`config.mk`:
```
export PLATFORM = sky130hd
export DESIGN_NAME = pipe_reg_chain
export DESIGN_NICKNAME = d
export VERILOG_FILES = /design/src/rtl/cnn_pkg.sv /design/src/rtl/pipe_stage.sv /design/src/rtl/pipe_reg_chain.sv
export SDC_FILE = /design/constraint.sdc
export NUM_CORES = 1
export LEC_CHECK = 0
export CAP_MARGIN = 5
export CORE_MARGIN = 4
export CORE_UTILIZATION = 40
export DETAILED_ROUTE_END_ITERATION = 7
export PLACE_DENSITY = 0.81
export SYNTH_ARGS = -nofsm -noshare
export SYNTH_HDL_FRONTEND = slang
export SYNTH_SLANG_ARGS = --single-unit
```
`constraint.sdc`:
```
create_clock -name clk -period 3.1 [get_ports clk]
set_input_delay 0.31 -clock clk [delete_from_list [all_inputs] [get_ports clk]]
set_output_delay 0.31 -clock clk [all_outputs]
set_load 0.02 [all_outputs]
```
`src/rtl/cnn_pkg.sv`:
```
// Shared definitions for the convolution datapath.
// Provides clog2 for counter widths and default pipeline sizes.
package cnn_pkg;

    localparam int PIPE_WIDTH_DEF = 8;
    localparam int PIPE_DEPTH_DEF = 3;

    // Ceiling log2, clamped to at least 1 so a width built from it is legal.
    function automatic int clog2(input int n);
        int r;
        r = 0;
        while ((1 << r) < n) begin
            r = r + 1;
        end
        if (r < 1) begin
            r = 1;
        end
        return r;
    endfunction

endpackage

```
`src/rtl/pipe_stage.sv`:
```
// One pipeline stage: a valid bit plus a WIDTH-bit data register.
// Ports: clk, rst, flush; up_valid/up_data from upstream;
//        dn_ready from downstream; v/data state; rdy to upstream.
module pipe_stage
    import cnn_pkg::*;
#(
    parameter int               WIDTH    = PIPE_WIDTH_DEF,
    parameter logic [WIDTH-1:0] RST_DATA = '0
) (
    input  logic             clk,
    input  logic             rst,
    input  logic             flush,
    input  logic             up_valid,
    input  logic [WIDTH-1:0] up_data,
    input  logic             dn_ready,
    output logic             v,
    output logic [WIDTH-1:0] data,
    output logic             rdy
);

    logic             v_q;
    logic             v_d;
    logic [WIDTH-1:0] data_q;
    logic [WIDTH-1:0] data_d;

    // An empty stage can always take a word, even while downstream stalls.
    assign rdy = ~v_q | dn_ready;

    always_comb begin
        v_d    = v_q;
        data_d = data_q;
        if (flush) begin
            v_d = 1'b0;
        end else if (rdy) begin
            v_d = up_valid;
            // Bubbles do not overwrite data; the last real sample stays visible.
            if (up_valid) begin
                data_d = up_data;
            end
        end
    end

    always_ff @(posedge clk) begin
        if (rst) begin
            v_q    <= 1'b0;
            data_q <= RST_DATA;
        end else begin
            v_q    <= v_d;
            data_q <= data_d;
        end
    end

    assign v    = v_q;
    assign data = data_q;

endmodule

```
`src/rtl/pipe_reg_chain.sv`:
```
// DEPTH-stage valid/ready register chain with bubble collapse and flush.
// Ports: in_valid/in_ready/in_data, out_valid/out_ready/out_data,
//        taps (stage k at [k*WIDTH +: WIDTH]), tap_valid, occupancy.
module pipe_reg_chain
    import cnn_pkg::*;
#(
    parameter int               WIDTH    = PIPE_WIDTH_DEF,
    parameter int               DEPTH    = PIPE_DEPTH_DEF,
    parameter logic [WIDTH-1:0] RST_DATA = '0
) (
    input  logic                       clk,
    input  logic                       rst,
    input  logic                       flush,
    input  logic                       in_valid,
    output logic                       in_ready,
    input  logic [WIDTH-1:0]           in_data,
    output logic                       out_valid,
    input  logic                       out_ready,
    output logic [WIDTH-1:0]           out_data,
    output logic [DEPTH*WIDTH-1:0]     taps,
    output logic [DEPTH-1:0]           tap_valid,
    output logic [clog2(DEPTH+1)-1:0]  occupancy
);

    localparam int OCC_W = clog2(DEPTH + 1);

    logic [DEPTH-1:0] v_vec;
    logic [WIDTH-1:0] d_arr [DEPTH];

    // Each stage owns its own ready net so the ripple chain is not one
    // self-referencing vector.
    for (genvar k = 0; k < DEPTH; k++) begin : g_st
        logic             rdy;
        logic             dn_rdy;
        logic             up_v;
        logic [WIDTH-1:0] up_d;

        if (k == DEPTH - 1) begin : g_last
            assign dn_rdy = out_ready;
        end else begin : g_mid
            assign dn_rdy = g_st[k+1].rdy;
        end

        if (k == 0) begin : g_first
            assign up_v = in_valid;
            assign up_d = in_data;
        end else begin : g_inner
            assign up_v = v_vec[k-1];
            assign up_d = d_arr[k-1];
        end

        pipe_stage #(
            .WIDTH    (WIDTH),
            .RST_DATA (RST_DATA)
        ) u_stage (
            .clk      (clk),
            .rst      (rst),
            .flush    (flush),
            .up_valid (up_v),
            .up_data  (up_d),
            .dn_ready (dn_rdy),
            .v        (v_vec[k]),
            .data     (d_arr[k]),
            .rdy      (rdy)
        );

        assign taps[k*WIDTH +: WIDTH] = d_arr[k];
    end

    // Flush blocks both ends so nothing is handed over in that cycle.
    assign in_ready  = g_st[0].rdy & ~flush;
    assign out_valid = v_vec[DEPTH-1] & ~flush;
    assign out_data  = d_arr[DEPTH-1];
    assign tap_valid = v_vec;

    always_comb begin
        occupancy = '0;
        for (int k = 0; k < DEPTH; k++) begin
            occupancy = occupancy + OCC_W'(v_vec[k]);
        end
    end

endmodule

```
==> flow_metrics.tcl <==
set metrics [dict create \
    run_status "finished clean" \
    grt.overflow.total 0 \
    core.rowCount 19 \
    fin_skew_ns 0.02016 \
    via_count 999 \
    die_area_um2 4030 \
    groute.layer.met3.usage 0.03375 \
    die_x_um 63.48 \
    synth_sequential_area_ratio 0.4390 \
    drt_drc_violations_left 0 \
    cts_buffers 3 \
    grt_start_max_net_pins 36 \
    relative_slew_slack 0.3896 \
    track_usage 0.1295 \
    hold_class "reg2reg" \
    cell_internal_pwr_mw 0.4438 \
    report.final.hold_viol_count 0 \
    pre_cts_ws_ns 1.022 \
    syn2layout_area_growth_pct 36.99 \
    end_kind "output port" \
    most_frequent_standard_cell_in_the_layout_excluding_fill_and_tap_cells "sky130_fd_sc_hd__clkdlybuf4s50_1" \
    netSwitchingPower_mw 0.1421 \
    ys_warn_count 0 \
    floorplan.initialDensity 0.4316 \
    gpl.final_weighted_congestion 0.7980 \
    layout.cells.most_common_list "sky130_fd_sc_hd__clkdlybuf4s50_1, sky130_fd_sc_hd__dfxtp_1, sky130_fd_sc_hd__nand2b_1" \
    synth_seq_cells 27 \
    cap_viol_max_count 0 \
    sw_frac 0.2425 \
    critical_path_peak_fanout 10 \
    mappedNetlistArea_um2 1231 \
    clock_insertion_delay_worst_skew_ns 0.33 \
    post-layout-total-power_mw 0.5859 \
    drt_first_pass_iters 4 \
    finalNetCount 178 \
    syn_nets 142 \
    antenna_violations_before_repair 0 \
    cp.required_ns 2.79 \
    ys_dominant_reg_cell "sky130_fd_sc_hd__dfxtp_1" \
    gr-usage-met1 0.1484 \
    cts_hold_buffers 0 \
    grt_pass1_vias 918 \
    power.clock.fraction 0.259 \
    tightestPinTransition_ns 0.9127 \
    grt_setup_unrepaired "no" \
    drt-total-wl_um 2673 \
    cts_tree "built" \
    setup.worst_path.class "reg2out" \
    boundaryPins 52 \
    clock_path_buffers 2 \
    post_cts_resized 0 \
    worst_setup_path_start_kind "flop" \
    wl_per_cell_um 13.78 \
    clock-root-buffer "sky130_fd_sc_hd__clkbuf_4" \
    fp.coreArea_um2 2853 \
    via_per_inst 5.149 \
    max_clock_freq_mhz 446.4 \
    clk_pin_slew_ns 0.15 \
    final_cell_count_no_fill 194 \
    worst_slack_ns 0.8600 \
    hold_slack_ns 0.4838 \
    slew_viol_final 0 \
    seq_power_share 0.614 \
    leakage_power_nw 0.6180 \
    synth-edff-count 0 \
    dieHeight_um 63.48 \
    synth_cells 128 \
    max-vdd-ir-drop_uv 296.1 \
    antenna_cells 0 \
    placedCellCount 190 \
    global_route_wire_length_before_repair_um 4215 \
    setup_total_neg_slack_ns 0 \
    cts.repair_timing.setup_buffer_count 0 \
    syn_area_per_cell_um2 9.619 \
    clock_sink_count 27 \
    part_of_the_total_power_dissipated_in_combinational_logic 0.127 \
    cellPowerDensity_nw_per_um2 347.4 \
    dpl.hpwl_um 2099 \
    period_needed_ns 2.240 \
    port_buffers 51 \
    drtAntennaViolNets 0 \
    min_period_over_period 0.7226 \
    count_of_cell_types_in_the_netlist 19 \
    cts-htree-levels 1 \
    global_route.peak_usage_layer "met2" \
    detailed_router_s_first_iteration_violation_count 28 \
    gr-usage-met2 0.2243 \
    ys_async_sr_fraction 0 \
    setup-violations-final 0 \
    final.fill_count 267 \
    timing.critical_path.arrival_ns 1.93 \
    layout-drive-gt1-share 0.03681 \
]
-- synthesized netlist by cell type (all sizes together), types with 2 or more instances --
cell | instances | area [µm²]
nand2b | 25 | 156.4
nor2b | 3 | 26.27
nor3 | 3 | 15.01
buf | 15 | 102.6
o21ai | 8 | 40.04
a21oi | 9 | 45.04
clkbuf | 5 | 18.77
a31oi | 2 | 12.51
nand3 | 8 | 40.04
dfxtp | 27 | 540.5
mux2i | 16 | 160.2
inv | 2 | 7.510
-- through the flow --
step	cell area, µm²	util
finish	1687	0.5912
global route	1687	0.5912
CTS	1687	0.5912
detailed placement	1659	0.5816
global placement	1659	0.5816
floorplan	1231	-
-- logic make-up after synthesis --
group / Yosys count / synth area share
muxes: 16 / 0.1301
buffers and inverters: 22 / 0.1047
AOI/OAI and AO/OA: 21 / 0.1077
adders and majority gates: 1 / 0.01626
and+or+nand+nor: 41 / 0.2022
DFF: 27 / 0.4390
-- power by group through the flow --
| stage | sequential, mW | clock (mW) | combinational (mW) |
|---|---|---|---|
| final | 0.360 | 0.152 | 0.0744 |
| after global routing | 0.361 | 0.163 | 0.0802 |
| after CTS | 0.360 | 0.155 | 0.0752 |
| after detailed placement | 0.367 | 0 | 0.0750 |
| after global placement | 0.367 | 0 | 0.0740 |
| after floorplan | 0.373 | 0 | 0.0338 |
-- critical path, stage by stage (launching register included) --
cell	delay [ns]
sky130_fd_sc_hd__dfxtp_1	0.58
sky130_fd_sc_hd__fa_1	0.47
sky130_fd_sc_hd__clkdlybuf4s50_1	0.54
-- routing by layer --
layer	up-vias	share of wire
li1	492	-
met1	462	0.42
met2	41	0.50
met3	4	0.066
met4	0	0.015
met5	-	0
-- final cells by class --
cell class,instances,area [µm²],share of cell area
Clock buffer,3,22.52,0.01335
Inverter,2,7.507,0.004451
Clock inverter,1,5.005,0.002967
Timing Repair Buffer,51,510.5,0.3027
Sequential cell,27,540.5,0.3205
Tap cell,31,38.79,0.02300
Multi-Input combinational cell,79,561.8,0.3331
-- flip-flops by register name, summed over array words and instances, names as in the netlist --
name / count
g_st.u_stage.data: 24
g_st.u_stage.v: 3
-- worst paths after layout --
check / start / to / slack, ns / cells past startpoint
setup / recovery: g_st[1].u_stage.v / occupancy[0] / 0.86 / 2
hold / removal: g_st[1].u_stage.data[7] / g_st[2].u_stage.data[7] / 0.48 / 2
setup reg to reg: g_st[2].u_stage.v / g_st[0].u_stage.data[6] / 1.56 / 3
hold reg to reg: g_st[1].u_stage.data[7] / g_st[2].u_stage.data[7] / 0.48 / 2
Note: power is estimated with default switching activity, not from simulation.
